**src/rtl/bitserial_core_p_if.sv**
```systemverilog
// Instruction handshake and status bundle for bitserial_core_p.
// The master drives instructions and the slave (the core) reports status.
interface bitserial_core_p_if #(
  parameter int WIDTH = 8
);
  logic             instr_valid;
  logic             instr_ready;
  logic [3:0]       opcode;
  logic [WIDTH-1:0] imm;
  logic [3:0]       rsel;
  logic             busy;
  logic             done;
  logic [WIDTH-1:0] acc_out;
  logic [WIDTH-1:0] out_result;
  logic             flag_z;
  logic             flag_c;

  modport master (
    output instr_valid, opcode, imm, rsel,
    input  instr_ready, busy, done, acc_out, out_result, flag_z, flag_c
  );

  modport slave (
    input  instr_valid, opcode, imm, rsel,
    output instr_ready, busy, done, acc_out, out_result, flag_z, flag_c
  );
endinterface

```
**src/rtl/bitserial_core_p.sv**
```systemverilog
// Bit-serial accumulator core: ALU ops run LSB-first over WIDTH cycles.
// Optional zero/carry flags are built when BITSERIAL_FLAGS_EN is defined.
module bitserial_core_p #(
  parameter int WIDTH = 8,
  parameter int NREGS = 4
) (
  input logic               clk,
  input logic               rst,
  bitserial_core_p_if.slave s_bus
);
  localparam int RSEL_W = (NREGS > 1) ? $clog2(NREGS) : 1;
  localparam int CNT_W  = $clog2(WIDTH);

  typedef enum logic [1:0] {S_IDLE, S_SHIFT, S_DONE} state_t;

  localparam logic [3:0] OP_LDI = 4'd0;
  localparam logic [3:0] OP_LD  = 4'd8;
  localparam logic [3:0] OP_ST  = 4'd14;
  localparam logic [3:0] OP_OUT = 4'd15;

  localparam logic [2:0] ALU_ADD = 3'd1;
  localparam logic [2:0] ALU_SUB = 3'd2;
  localparam logic [2:0] ALU_AND = 3'd3;
  localparam logic [2:0] ALU_OR  = 3'd4;

  state_t           r_state;
  state_t           w_next;
  logic [CNT_W-1:0] r_cnt;
  logic             r_carry;
  logic [2:0]       r_alu;
  logic [WIDTH-1:0] r_acc;
  logic [WIDTH-1:0] r_opnd;
  logic [WIDTH-1:0] r_out;
  logic [WIDTH-1:0] r_regs [NREGS];

  logic             w_accept;
  logic             w_is_alu;
  logic             w_rsel_ok;
  logic             w_last;
  logic [WIDTH-1:0] w_reg_rd;
  logic [WIDTH-1:0] w_opnd;
  logic             w_b;
  logic             w_bit;
  logic             w_cout;
  logic [WIDTH-1:0] w_acc_shifted;

  assign w_accept  = s_bus.instr_valid && (r_state == S_IDLE);
  // Opcodes 1-5 and 9-13 share low bits 1..5; every ALU op is decoded from those.
  assign w_is_alu  = (s_bus.opcode[2:0] >= 3'd1) && (s_bus.opcode[2:0] <= 3'd5);
  assign w_rsel_ok = ({1'b0, s_bus.rsel} < 5'(NREGS));
  assign w_reg_rd  = w_rsel_ok ? r_regs[s_bus.rsel[RSEL_W-1:0]] : '0;
  assign w_opnd    = s_bus.opcode[3] ? w_reg_rd : s_bus.imm;
  assign w_last    = (r_cnt == CNT_W'(WIDTH - 1));

  // One result bit per cycle from the LSBs of the (right-shifting) acc and operand.
  always_comb begin
    // NOTE: every combinational output gets a default first so no latch is inferred.
    w_b    = (r_alu == ALU_SUB) ? ~r_opnd[0] : r_opnd[0];
    w_bit  = r_acc[0] ^ w_b;
    w_cout = r_carry;
    case (r_alu)
      ALU_ADD, ALU_SUB: begin
        w_bit  = r_acc[0] ^ w_b ^ r_carry;
        w_cout = (r_acc[0] & w_b) | (r_carry & (r_acc[0] ^ w_b));
      end
      ALU_AND: w_bit = r_acc[0] & w_b;
      ALU_OR:  w_bit = r_acc[0] | w_b;
      default: w_bit = r_acc[0] ^ w_b;
    endcase
  end

  assign w_acc_shifted = {w_bit, r_acc[WIDTH-1:1]};

  always_comb begin
    w_next = r_state;
    case (r_state)
      S_IDLE:  if (w_accept) w_next = w_is_alu ? S_SHIFT : S_DONE;
      S_SHIFT: if (w_last) w_next = S_DONE;
      S_DONE:  w_next = S_IDLE;
      default: w_next = S_IDLE;
    endcase
  end

  always_ff @(posedge clk) begin
    // NOTE: sequential state uses non-blocking assignments only.
    if (rst) begin
      r_state <= S_IDLE;
      r_cnt   <= '0;
      r_carry <= 1'b0;
      r_alu   <= '0;
      r_acc   <= '0;
      r_opnd  <= '0;
      r_out   <= '0;
      // NOTE: the register file must read 0 after reset, so it is cleared here.
      for (int i = 0; i < NREGS; i++) r_regs[i] <= '0;
    end else begin
      r_state <= w_next;
      case (r_state)
        S_IDLE: begin
          if (w_accept) begin
            r_opnd  <= w_opnd;
            r_alu   <= s_bus.opcode[2:0];
            r_carry <= (s_bus.opcode[2:0] == ALU_SUB);
            r_cnt   <= '0;
            case (s_bus.opcode)
              OP_LDI: r_acc <= s_bus.imm;
              OP_LD:  r_acc <= w_reg_rd;
              OP_ST:  if (w_rsel_ok) r_regs[s_bus.rsel[RSEL_W-1:0]] <= r_acc;
              OP_OUT: r_out <= r_acc;
              default: ;
            endcase
          end
        end
        S_SHIFT: begin
          r_acc   <= w_acc_shifted;
          r_opnd  <= r_opnd >> 1;
          r_carry <= w_cout;
          r_cnt   <= w_last ? '0 : r_cnt + CNT_W'(1);
        end
        default: ;
      endcase
    end
  end

`ifdef BITSERIAL_FLAGS_EN
  logic r_flag_z;
  logic r_flag_c;

  // Flags land on the edge into DONE, so they are valid together with done.
  always_ff @(posedge clk) begin
    if (rst) begin
      r_flag_z <= 1'b0;
      r_flag_c <= 1'b0;
    end else if (w_accept && (s_bus.opcode == OP_LDI || s_bus.opcode == OP_LD)) begin
      r_flag_z <= (s_bus.opcode[3] ? w_reg_rd : s_bus.imm) == '0;
    end else if (r_state == S_SHIFT && w_last) begin
      r_flag_z <= (w_acc_shifted == '0);
      if (r_alu == ALU_ADD || r_alu == ALU_SUB) r_flag_c <= w_cout;
    end
  end

  assign s_bus.flag_z = r_flag_z;
  assign s_bus.flag_c = r_flag_c;
`else
  assign s_bus.flag_z = 1'b0;
  assign s_bus.flag_c = 1'b0;
`endif

  assign s_bus.instr_ready = (r_state == S_IDLE);
  assign s_bus.busy        = (r_state != S_IDLE);
  assign s_bus.done        = (r_state == S_DONE);
  assign s_bus.acc_out     = r_acc;
  assign s_bus.out_result  = r_out;
endmodule

```
**src/flat_wrapper.sv**
```systemverilog
// flat-port wrapper written by rule: the top's interface ports become plain ports
module bitserial_core_p_flat 
#(
  parameter int WIDTH = 8,
  parameter int NREGS = 4
)
  (clk, rst, s_bus_instr_valid, s_bus_opcode, s_bus_imm, s_bus_rsel, s_bus_instr_ready, s_bus_busy, s_bus_done, s_bus_acc_out, s_bus_out_result, s_bus_flag_z, s_bus_flag_c);
  bitserial_core_p_if #(.WIDTH(WIDTH)) s_bus_i ();
  input logic clk;
  input logic rst;
  input wire logic [$bits(s_bus_i.instr_valid)-1:0] s_bus_instr_valid;
  input wire logic [$bits(s_bus_i.opcode)-1:0] s_bus_opcode;
  input wire logic [$bits(s_bus_i.imm)-1:0] s_bus_imm;
  input wire logic [$bits(s_bus_i.rsel)-1:0] s_bus_rsel;
  output wire logic [$bits(s_bus_i.instr_ready)-1:0] s_bus_instr_ready;
  output wire logic [$bits(s_bus_i.busy)-1:0] s_bus_busy;
  output wire logic [$bits(s_bus_i.done)-1:0] s_bus_done;
  output wire logic [$bits(s_bus_i.acc_out)-1:0] s_bus_acc_out;
  output wire logic [$bits(s_bus_i.out_result)-1:0] s_bus_out_result;
  output wire logic [$bits(s_bus_i.flag_z)-1:0] s_bus_flag_z;
  output wire logic [$bits(s_bus_i.flag_c)-1:0] s_bus_flag_c;
  assign s_bus_i.instr_valid = s_bus_instr_valid;
  assign s_bus_i.opcode = s_bus_opcode;
  assign s_bus_i.imm = s_bus_imm;
  assign s_bus_i.rsel = s_bus_rsel;
  assign s_bus_instr_ready = s_bus_i.instr_ready;
  assign s_bus_busy = s_bus_i.busy;
  assign s_bus_done = s_bus_i.done;
  assign s_bus_acc_out = s_bus_i.acc_out;
  assign s_bus_out_result = s_bus_i.out_result;
  assign s_bus_flag_z = s_bus_i.flag_z;
  assign s_bus_flag_c = s_bus_i.flag_c;
  bitserial_core_p #(.WIDTH(WIDTH), .NREGS(NREGS)) u_core (.clk(clk), .rst(rst), .s_bus(s_bus_i));
endmodule
```
**config.mk**
```make
export PLATFORM = sky130hd
export DESIGN_NAME = bitserial_core_p_flat
export DESIGN_NICKNAME = d
export VERILOG_FILES = /design/src/rtl/bitserial_core_p_if.sv /design/src/rtl/bitserial_core_p.sv /design/src/flat_wrapper.sv
export SDC_FILE = /design/constraint.sdc
export NUM_CORES = 1
export LEC_CHECK = 0
export CAP_MARGIN = 20
export CORE_UTILIZATION = 59
export CTS_CLUSTER_DIAMETER = 60
export CTS_CLUSTER_SIZE = 14
export DETAILED_ROUTE_END_ITERATION = 16
export PLACE_DENSITY = 0.87
export SYNTH_ARGS = -nofsm -noshare
export SYNTH_HDL_FRONTEND = slang
export SYNTH_SLANG_ARGS = --single-unit
```
**constraint.sdc**
```tcl
create_clock -name clk -period 5.65 [get_ports clk]
set_input_delay 0.8475 -clock clk [delete_from_list [all_inputs] [get_ports clk]]
set_output_delay 0.8475 -clock clk [all_outputs]
set_load 0.01 [all_outputs]
```
==> results.py <==
metrics = {
    "logic_synthesis": {
        "post_synth.cell_area_avg_sq_um": 10.7,
        "postSynthCellCount": 301,
        "yosysSeqAreaShare_pct": 50.5,
        "synth_edf_count": 32,
        "yosys_most_used_dff": "sky130_fd_sc_hd__dfxtp_1",
        "synthesis.area_sq_um": 3210,
        "synth-seq-cells": 65,
        "async_flop_share_pct": 0,
        "yosys_warnings": 0,
        "ys_types": 47,
    },
    "timing": {
        "drv_slew": 0,
        "max_freq_mhz": 294,
        "worst_pin_slew_ns": 0.882,
        "timing.max_slew.rel_slack_pct": 41.0,
        "clock-skew-final_ns": 0.00662,
        "finalCriticalPeriod_ns": 3.41,
        "tns_ns": 0,
        "finalCritPeriodShare_pct": 60.3,
        "rsz0062_at_grt": "no",
        "final-setup-viol-count": 0,
        "hold_viol_final": 0,
    },
    "pwr": {
        "power-per-cell-area_nw_per_um2": 309,
        "total_leakage_power_nw": 1.46,
        "p_total_w": 0.00119,
        "worst_voltage_drop_across_the_vdd_grid_v": 0.000269,
    },
    "clock_tree": {
        "numCtsBuffers": 9,
        "clock_tree.root_cell": "sky130_fd_sc_hd__clkbuf_8",
        "post_cts_buffers": 0,
        "cts.hold.buffers_added": 0,
        "worst_setup_hold_path_clk_slew_ns": 0.07,
        "htree_num_levels": 3,
        "cts_resized": 0,
        "cts_sinks": 65,
        "clk_latency_ns": 0.35,
        "cts.path.max_buffers": 2,
        "tritoncts": "built",
    },
    "global_route": {
        "maximum_number_of_pins_on_one_net_before_global_route_repair": 39,
        "overflow": 0,
        "first_global_vias": 2268,
        "grt_util_all_layers_pct": 28.2,
        "grt_pass1_wl_microns": 11200,
        "antenna_violations_before_repair": 0,
    },
    "detailed_routing": {
        "drt_pre_antenna_iters": 5,
        "route.antenna.remaining_nets": 0,
        "routed_wire_length_microns": 7370,
        "post-route-drc-count": 0,
        "post_drt_wl_per_cell_microns": 18.2,
        "via_count": 2425,
        "drt_iter0_drc": 354,
        "vias_per_cell": 5.99,
    },
    "floorplan": {
        "die_x_microns": 75.8,
        "core_region_area_sq_um": 5170,
        "initial_core_util_pct": 62.1,
        "fp.dieArea_sq_um": 5740,
        "fp-row-count": 26,
        "chip_height_microns": 75.8,
        "io-pin-count": 40,
    },
    "worst_setup_path": {
        "critical_path_class": "input port to register",
        "crit_start": "s_bus_opcode[3]",
        "timing.reg2reg.worst_path_depth": 4,
        "crit-reg2reg-launch": "u_core.r_state[0]",
        "end_kind": "register",
        "path_max_fanout": 19,
        "r2r_slack_ns": 3.21,
        "worstReg2RegEnd": "u_core.r_regs[0][3]",
        "timing.critical_path.required_ns": 5.69,
        "arrival_ns": 3.45,
        "type_of_origin_of_the_critical_path": "input port",
        "worst_setup_path_endpoint": "u_core.r_regs[0][3]",
    },
    "cells_and_area": {
        "mostFrequentLayoutCells": "sky130_fd_sc_hd__clkdlybuf4s50_1 (37), sky130_fd_sc_hd__and2_1 (33), sky130_fd_sc_hd__dfxtp_1 (33)",
        "register_area_sq_um": 1620,
        "fraction_of_final_layout_cells_with_drive_strength_greater_than_1_pct": 8.36,
        "area.growth.synth_to_final_pct": 19.4,
        "multi_input_area_sq_um": 1440,
        "fin_nets": 354,
        "layout.cells.most_common": "sky130_fd_sc_hd__clkdlybuf4s50_1",
        "n_antenna_cell": 0,
        "fillerInstances": 355,
    },
    "min_path": {
        "min_path_type": "register to register",
    },
    "outcome": {
        "status": "finished, final reports clean",
    },
    "place": {
        "post-dp-hpwl_microns": 5010,
        "gp_congestion": 0.852,
        "place.port_buffers": 37,
    },
    "job": {
        "cap_viol_max_count": 0,
    },
}
==> metal layers <==
metal,part of all wire [%],vias to the layer above,track usage (%)
met5,0,-,0
met4,3.3,0,17.5
met3,5.9,20,6.48
met1,43,1130,35.1
met2,48,104,44.6
li1,-,1171,-
==> report_power, final <==
part           switching (W)  total, W  internal [W]
combinational      0.0000874  0.000158     0.0000703
clock               0.000187  0.000480      0.000293
sequential         0.0000319  0.000549      0.000517
total               0.000306   0.00119      0.000880
==> Yosys cell counts, types with 2 or more instances <==
master	number	area, sq um
sky130_fd_sc_hd__a31o_2	3	26.3
sky130_fd_sc_hd__buf_4	2	15.0
sky130_fd_sc_hd__nand2_1	15	56.3
sky130_fd_sc_hd__clkbuf_1	8	30.0
sky130_fd_sc_hd__nor3_1	4	20.0
sky130_fd_sc_hd__or3_1	3	18.8
sky130_fd_sc_hd__buf_2	11	55.1
sky130_fd_sc_hd__o31ai_1	2	15.0
sky130_fd_sc_hd__a311oi_1	8	70.1
sky130_fd_sc_hd__xor2_1	2	17.5
sky130_fd_sc_hd__o211ai_1	7	52.6
sky130_fd_sc_hd__and3_1	2	12.5
sky130_fd_sc_hd__buf_6	2	22.5
sky130_fd_sc_hd__dfxtp_1	33	661
sky130_fd_sc_hd__and2_1	33	206
sky130_fd_sc_hd__nand2b_1	2	12.5
sky130_fd_sc_hd__nor2_1	26	97.6
sky130_fd_sc_hd__inv_1	8	30.0
sky130_fd_sc_hd__nor3b_1	2	15.0
sky130_fd_sc_hd__a22oi_1	17	128
sky130_fd_sc_hd__mux2i_1	25	250
sky130_fd_sc_hd__o22ai_1	8	50.1
sky130_fd_sc_hd__a21oi_1	13	65.1
sky130_fd_sc_hd__o221ai_1	7	61.3
sky130_fd_sc_hd__nand3_1	2	10.0
sky130_fd_sc_hd__edfxtp_1	32	961
sky130_fd_sc_hd__ha_1	4	50.1
==> kinds of logic after synthesis <==
logic type / after synthesis / synth area share [%]
simple gates: 101 / 17.7
compound gates: 70 / 16.1
flops: 65 / 50.5
buf+inv: 31 / 4.75
mux: 25 / 7.79
fa+ha+maj: 5 / 2.18
xor+xnor: 3 / 0.819
other cells: 1 / 0.117
==> state kept, by name, summed over array words and instances, names as in the netlist <==
register	count
u_core.r_state	2
u_core.r_regs	32
u_core.r_alu	3
u_core.s_bus.out_result	8
u_core.s_bus.acc_out	8
u_core.r_cnt	3
u_core.r_opnd	8
u_core.r_carry	1
==> stage by stage <==
stage          hold slack [ns]  util, %  cells  cell area [sq um]  setup WS (ns)
3_3_place_gp             0.474     68.9    388               3560           2.00
6_report                 0.492     74.1    405               3830           2.24
5_1_grt                  0.510     74.1    405               3830           1.99
3_5_place_dp             0.475     68.9    388               3560           1.98
4_1_cts                  0.490     73.6    404               3810           2.31
2_1_floorplan            0.460        -    302               3210           3.21
==> worst min-delay path by stage <==
stage	start	to	slack [ns]	cells after the start
floorplan	u_core.r_opnd[7]	u_core.r_opnd[7]	0.46	2
global placement	u_core.r_opnd[7]	u_core.r_opnd[7]	0.47	2
detailed placement	u_core.r_opnd[7]	u_core.r_opnd[7]	0.47	2
CTS	u_core.r_opnd[7]	u_core.r_opnd[7]	0.49	2
global route	u_core.r_opnd[7]	u_core.r_opnd[7]	0.51	2
finish	u_core.r_opnd[7]	u_core.r_opnd[7]	0.49	2
==> critical path: stages <==
cell and delay, ns:
sky130_fd_sc_hd__clkdlybuf4s50_1 0.87, sky130_fd_sc_hd__nand4bb_1 0.26, sky130_fd_sc_hd__nor4_2 0.67, sky130_fd_sc_hd__nor3b_2 0.49
sky130_fd_sc_hd__or2_2 0.30
==> final cells by class <==
class	count	share of cell area (%)
Multi-Input combinational cell	206	37.6
Clock inverter	7	3.07
Sequential cell	65	42.3
Tap cell	70	2.28
Clock buffer	9	3.23
Inverter	8	0.783
Timing Repair Buffer	40	10.8
(Power assumes the default switching activity.)
==> RTL edit 1: new RTL, same flow settings <==
Re-encode `state_t` (3 states) as one-hot, 3 bits wide.
--- a/src/rtl/bitserial_core_p.sv
+++ b/src/rtl/bitserial_core_p.sv
@@ -12,5 +12,5 @@
   localparam int CNT_W  = $clog2(WIDTH);
 
-  typedef enum logic [1:0] {S_IDLE, S_SHIFT, S_DONE} state_t;
+  typedef enum logic [2:0] {S_IDLE = 3'b001, S_SHIFT = 3'b010, S_DONE = 3'b100} state_t;
 
   localparam logic [3:0] OP_LDI = 4'd0;
Formal check against the unedited RTL: no difference found for any inputs over 10 cycles, from zero or initial values and one cycle with rst high; not proved beyond that.
==> RTL edit 1 against the original RTL <==
  * Total power decreased by 13%
  * Wire length increased by 3.8%
  * Synthesized area increased by 0.97%
  * Count of clock-buffer cells in the layout increased by 2
  * Highest routed layer unchanged
  * Via count increased by 5.4%
  * Core utilization decreased by 1.2 points
  * Sequential cell count increased by 1
  * Setup slack improved by 0.48 ns
  * Fmax increased by 17%
  * Critical endpoint is now u_core.r_regs[1][2]
  * Hold slack improved by 0.011 ns
  * Final area decreased by 0.98%
  * Die area increased by 0.95%
==> RTL edit 1: results (changes against the original RTL) <==
| Metric | Value |
|---|---|
| Synth async-reset ratio | 0% (unchanged) |
| Layout cells sized above 1 | 10.9% (was 8.36%) |
| Critical R2R Launch | u_core.r_alu[1] (was u_core.r_state[0]) |
| DP HPWL | 5.20 mm (was 5.01 mm) |
| Worst R2R Setup Slack | 3.14 ns (was 3.21 ns) |
| Worst Path Max Fanout | 9 (was 19) |
| Crit path to | u_core.r_regs[1][2] (was u_core.r_regs[0][3]) |
| Clock-pin slew on the worst setup and hold paths | 0.07 ns (about the same) |
| HP Class | register to register (unchanged) |
| CP startpoint | s_bus_instr_valid (was s_bus_opcode[3]) |
| Final setup skew | 0.00478 ns (was 0.00662 ns) |
| P_leak | 1.43 nW (was 1.46 nW) |
| Pint | 746 µW (was 880 µW) |
| RD Place Congestion | 0.898 (was 0.852) |
| Hold Startpoint | u_core.s_bus.out_result[2] (was u_core.r_opnd[7]) |
| Wire per inst | 18.7 µm (was 18.2 µm) |
| Status | completed (unchanged) |
| Seq/Total Area, Yosys | 50.6% (was 50.5%) |
| Top cells by area, synth | edfxtp_1, dfxtp_1, mux2i_1 (unchanged) |
| Worst Tran Pin Value | 0.864 ns (was 0.882 ns) |
| Nets | 358 (was 354) |
| Reg2reg path depth | 8 (was 4) |
| Tmin final | 2.92 ns (was 3.41 ns) |
| # fillers | 371 (was 355) |
| GRT Util Overall | 28.0% (was 28.2%) |
| Vias | 2557 (was 2425) |
| Clk Latency, worst-skew pair | approximately 0.34 ns |
| Vias in the first global route | 2472 (was 2268) |
| Setup WS pre-CTS | 2.21 ns (was 1.98 ns) |
| Antenna violations before repair | 0 (unchanged) |
| Unique cell type count in the Yosys netlist | 51 (was 47) |
| Worst EP arrival | 2.93 ns (was 3.45 ns) |
| Commonest cells post-synth | dfxtp_1, and2_1, edfxtp_1 (was and2_1, dfxtp_1, edfxtp_1) |
| First-pass GRT wire length | 12.4 mm (was 11.2 mm) |
| Worst VDD drop | 0.170 mV (was 0.269 mV) |
| Largest net degree at the start of global routing | 21 (was 39) |
| Drt first-iter violations | 276 (was 354) |
| RR Endpoint | u_core.s_bus.acc_out[7] (was u_core.r_regs[0][3]) |
==> RTL edit 1: changes by cell type after synthesis, sizes merged, moves of 4 or more <==
cell and change:
o221ai -7, o21ai +12, buf -5, nor2 -8, inv -4, or2 +7, a31oi +7, a311oi -8
==> RTL edit 1: layer usage <==
metal,vias up,GRT usage (%),routed length (µm)
li1,1176,-,-
met1,1222,37.1,3110
met2,141,43.8,3680
met3,18,7.31,733
met4,0,11.2,123
met5,-,0,0
==> RTL edit 1: layout make-up <==
| type | count | area [µm²] | area share [%] |
|---|---|---|---|
| multi-input cells | 211 | 1500 | 39.4 |
| flip-flops and latches | 66 | 1640 | 43.2 |
| clock buffers | 11 | 131 | 3.46 |
| repair buffers | 42 | 403 | 10.6 |
| well taps | 70 | 87.6 | 2.31 |
| clock inverters | 5 | 21.3 | 0.560 |
| inverters | 4 | 15.0 | 0.396 |
==> RTL edit 1: worst max-delay path, stage by stage <==
cell,delay (ns)
clkdlybuf4s50_1,0.52
and4bb_1,0.47
nand4_4,0.28
nor4b_4,0.43
or2_1,0.37
==> RTL edit 1: worst min path at each step <==
stage	end	slack (ns)	cells past startpoint
finish	u_core.s_bus.out_result[2]	0.50	2
global placement	u_core.s_bus.out_result[7]	0.47	2
floorplan	u_core.r_cnt[2]	0.47	2
global route	u_core.s_bus.out_result[7]	0.54	2
detailed placement	u_core.s_bus.out_result[7]	0.46	2
CTS	u_core.s_bus.out_result[2]	0.51	2
==> RTL edit 1: power by group through the flow <==
stage               Combinational [mW]  Clock, mW  Sequential [mW]
finish                           0.152      0.324            0.555
global route                     0.167      0.347            0.557
CTS                              0.149      0.324            0.554
detailed placement               0.147          0            0.565
global placement                 0.145          0            0.564
floorplan                       0.0937          0            0.555
==> RTL edit 1: cells by family after synthesis <==
group           Yosys count  synth area share, %
simple gates            106                 20.6
compound gates           73                 15.4
flops                    66                 50.6
mux                      23                 7.10
buf+inv                  23                 3.47
fa+ha+maj                 5                 2.16
xor+xnor                  2                0.540
other cells               1                0.116
==> RTL edit 1: per-stage QoR <==
stage	utilization [%]	instance area, µm²	cells
after global routing	72.9	3800	409
after detailed placement	69.8	3630	391
after global placement	69.8	3630	391
after CTS	72.7	3790	407
final	72.9	3800	409
after floorplan	-	3250	300
==> RTL edit 2: new RTL, same flow settings <==
Without the edit above. The option `BITSERIAL_FLAGS_EN` is turned on by a define.
--- a/src/rtl/bitserial_core_p.sv
+++ b/src/rtl/bitserial_core_p.sv
@@ -1,4 +1,6 @@
 // Bit-serial accumulator core: ALU ops run LSB-first over WIDTH cycles.
 // Optional zero/carry flags are built when BITSERIAL_FLAGS_EN is defined.
+`define BITSERIAL_FLAGS_EN
+
 module bitserial_core_p #(
   parameter int WIDTH = 8,
Behaviour: not the same (a bounded check fails within 4 cycles, from zero or initial values and one cycle with rst high).
==> RTL edit 2 against the original RTL <==
  * Combinational power shrank 3%
  * Sequential cell count grew 2
  * Wire length grew 10%
  * Synthesized cell count grew 7.3%
  * Total power shrank 5.5%
  * Synthesized area grew 4.0%
  * Critical path depth grew 1
  * Largest power group unchanged
  * Global-route usage grew 0.50 points
  * Die area grew 3.9%
  * Final area grew 3.4%
  * Setup slack lost 0.081 ns
  * Sequential power grew 1%
  * Via count grew 14%
  * Count of clock-buffer cells in the layout grew 3
==> RTL edit 2: results (changes against the original RTL) <==
| Metric | Value |
|---|---|
| Clk pwr | 412 µW (was 480 µW) |
| WHS Path Cells | 1 (was 2) |
| Final setup skew | 0.0107 ns (was 0.00662 ns) |
| Fin Hold WS | 0.464 ns (was 0.492 ns) |
| P_leak | 1.51 nW (was 1.46 nW) |
| Unique cell type count in the Yosys netlist | 47 (unchanged) |
| Syn Area/Cell | 10.3 µm² (was 10.7 µm²) |
| Critical R2R Launch | u_core.r_state[1] (was u_core.r_state[0]) |
| Final worst slack | 2.16 ns (was 2.24 ns) |
| Commonest cells post-synth | dfxtp_1, nor2_1, edfxtp_1 (was and2_1, dfxtp_1, edfxtp_1) |
| Vias per std cell | 6.38 (was 5.99) |
| First-pass GRT wire length | 12.7 mm (was 11.2 mm) |
| Pwr dens | 283 mW/mm² (was 309 mW/mm²) |
| Status | completed (unchanged) |
| Crit-path slowest cell | nor3b_4 (was clkdlybuf4s50_1) |
| DP HPWL | 5.70 mm (was 5.01 mm) |
| Drt total wl | 8.10 mm (was 7.37 mm) |
| Hold Startpoint | u_core.r_opnd[1] (was u_core.r_opnd[7]) |
| Largest stage delay on the critical path | 0.71 ns (was 0.87 ns) |
| Worst EP arrival | 3.50 ns (was 3.45 ns) |
| Reg2reg path depth | 5 (was 4) |
| Nets | 379 (was 354) |
| Area after DPL | 0.00375 mm² (was 0.00356 mm²) |
| Vias | 2754 (was 2425) |
| CP startpoint | s_bus_instr_valid (was s_bus_opcode[3]) |
| IO Port Bufs | 39 (was 37) |
| Seq power | 557 µW (was 549 µW) |
| # fillers | 403 (was 355) |
| Crit path to | u_core.r_regs[1][5] (was u_core.r_regs[0][3]) |
| Layout cells sized above 1 | 8.61% (was 8.36%) |
| Vias in the first global route | 2458 (was 2268) |
| Setup WS pre-CTS | 1.89 ns (was 1.98 ns) |
| Drt first-iter violations | 271 (was 354) |
| Top cells by area, synth | edfxtp_1, dfxtp_1, and2_1 (was edfxtp_1, dfxtp_1, mux2i_1) |
| Worst VDD drop | 0.216 mV (was 0.269 mV) |
| Seq/Total Area, Yosys | 49.8% (was 50.5%) |
| Largest net degree at the start of global routing | 35 (was 39) |
| Worst R2R Setup Slack | 2.79 ns (was 3.21 ns) |
| Worst relative slew slack | 39.1% (was 41.0%) |
| Placed cell count | 416 (was 388) |
| Worst Path Max Fanout | 18 (was 19) |
RTL edit 2: cell type report:
class / instances / area, µm² / area share, %
multi-input cells: 232 / 1580 / 39.9
well taps: 72 / 90.1 / 2.27
clock buffers: 12 / 188 / 4.73
inverters: 5 / 18.8 / 0.473
flip-flops and latches: 67 / 1660 / 41.9
clock inverters: 4 / 27.5 / 0.694
repair buffers: 40 / 398 / 10.0
RTL edit 2: kinds of logic after synthesis:
| family | count (synthesis) | synth area share, % |
|---|---|---|
| muxes | 22 | 9.22 |
| buffers and inverters | 24 | 2.88 |
| adders and majority gates | 5 | 2.10 |
| AOI/OAI and AO/OA | 75 | 14.7 |
| xor gates and xnor gates | 2 | 0.525 |
| DFF | 67 | 49.8 |
| and+or+nand+nor | 128 | 20.8 |
RTL edit 2: per-layer routing:
metal | wire, µm | up-vias | global-route usage [%]
met5 | 0 | - | 0
met3 | 830 | 16 | 5.24
met2 | 3830 | 185 | 44.9
met1 | 3280 | 1296 | 39.6
li1 | - | 1257 | -
met4 | 159 | 0 | 11.1
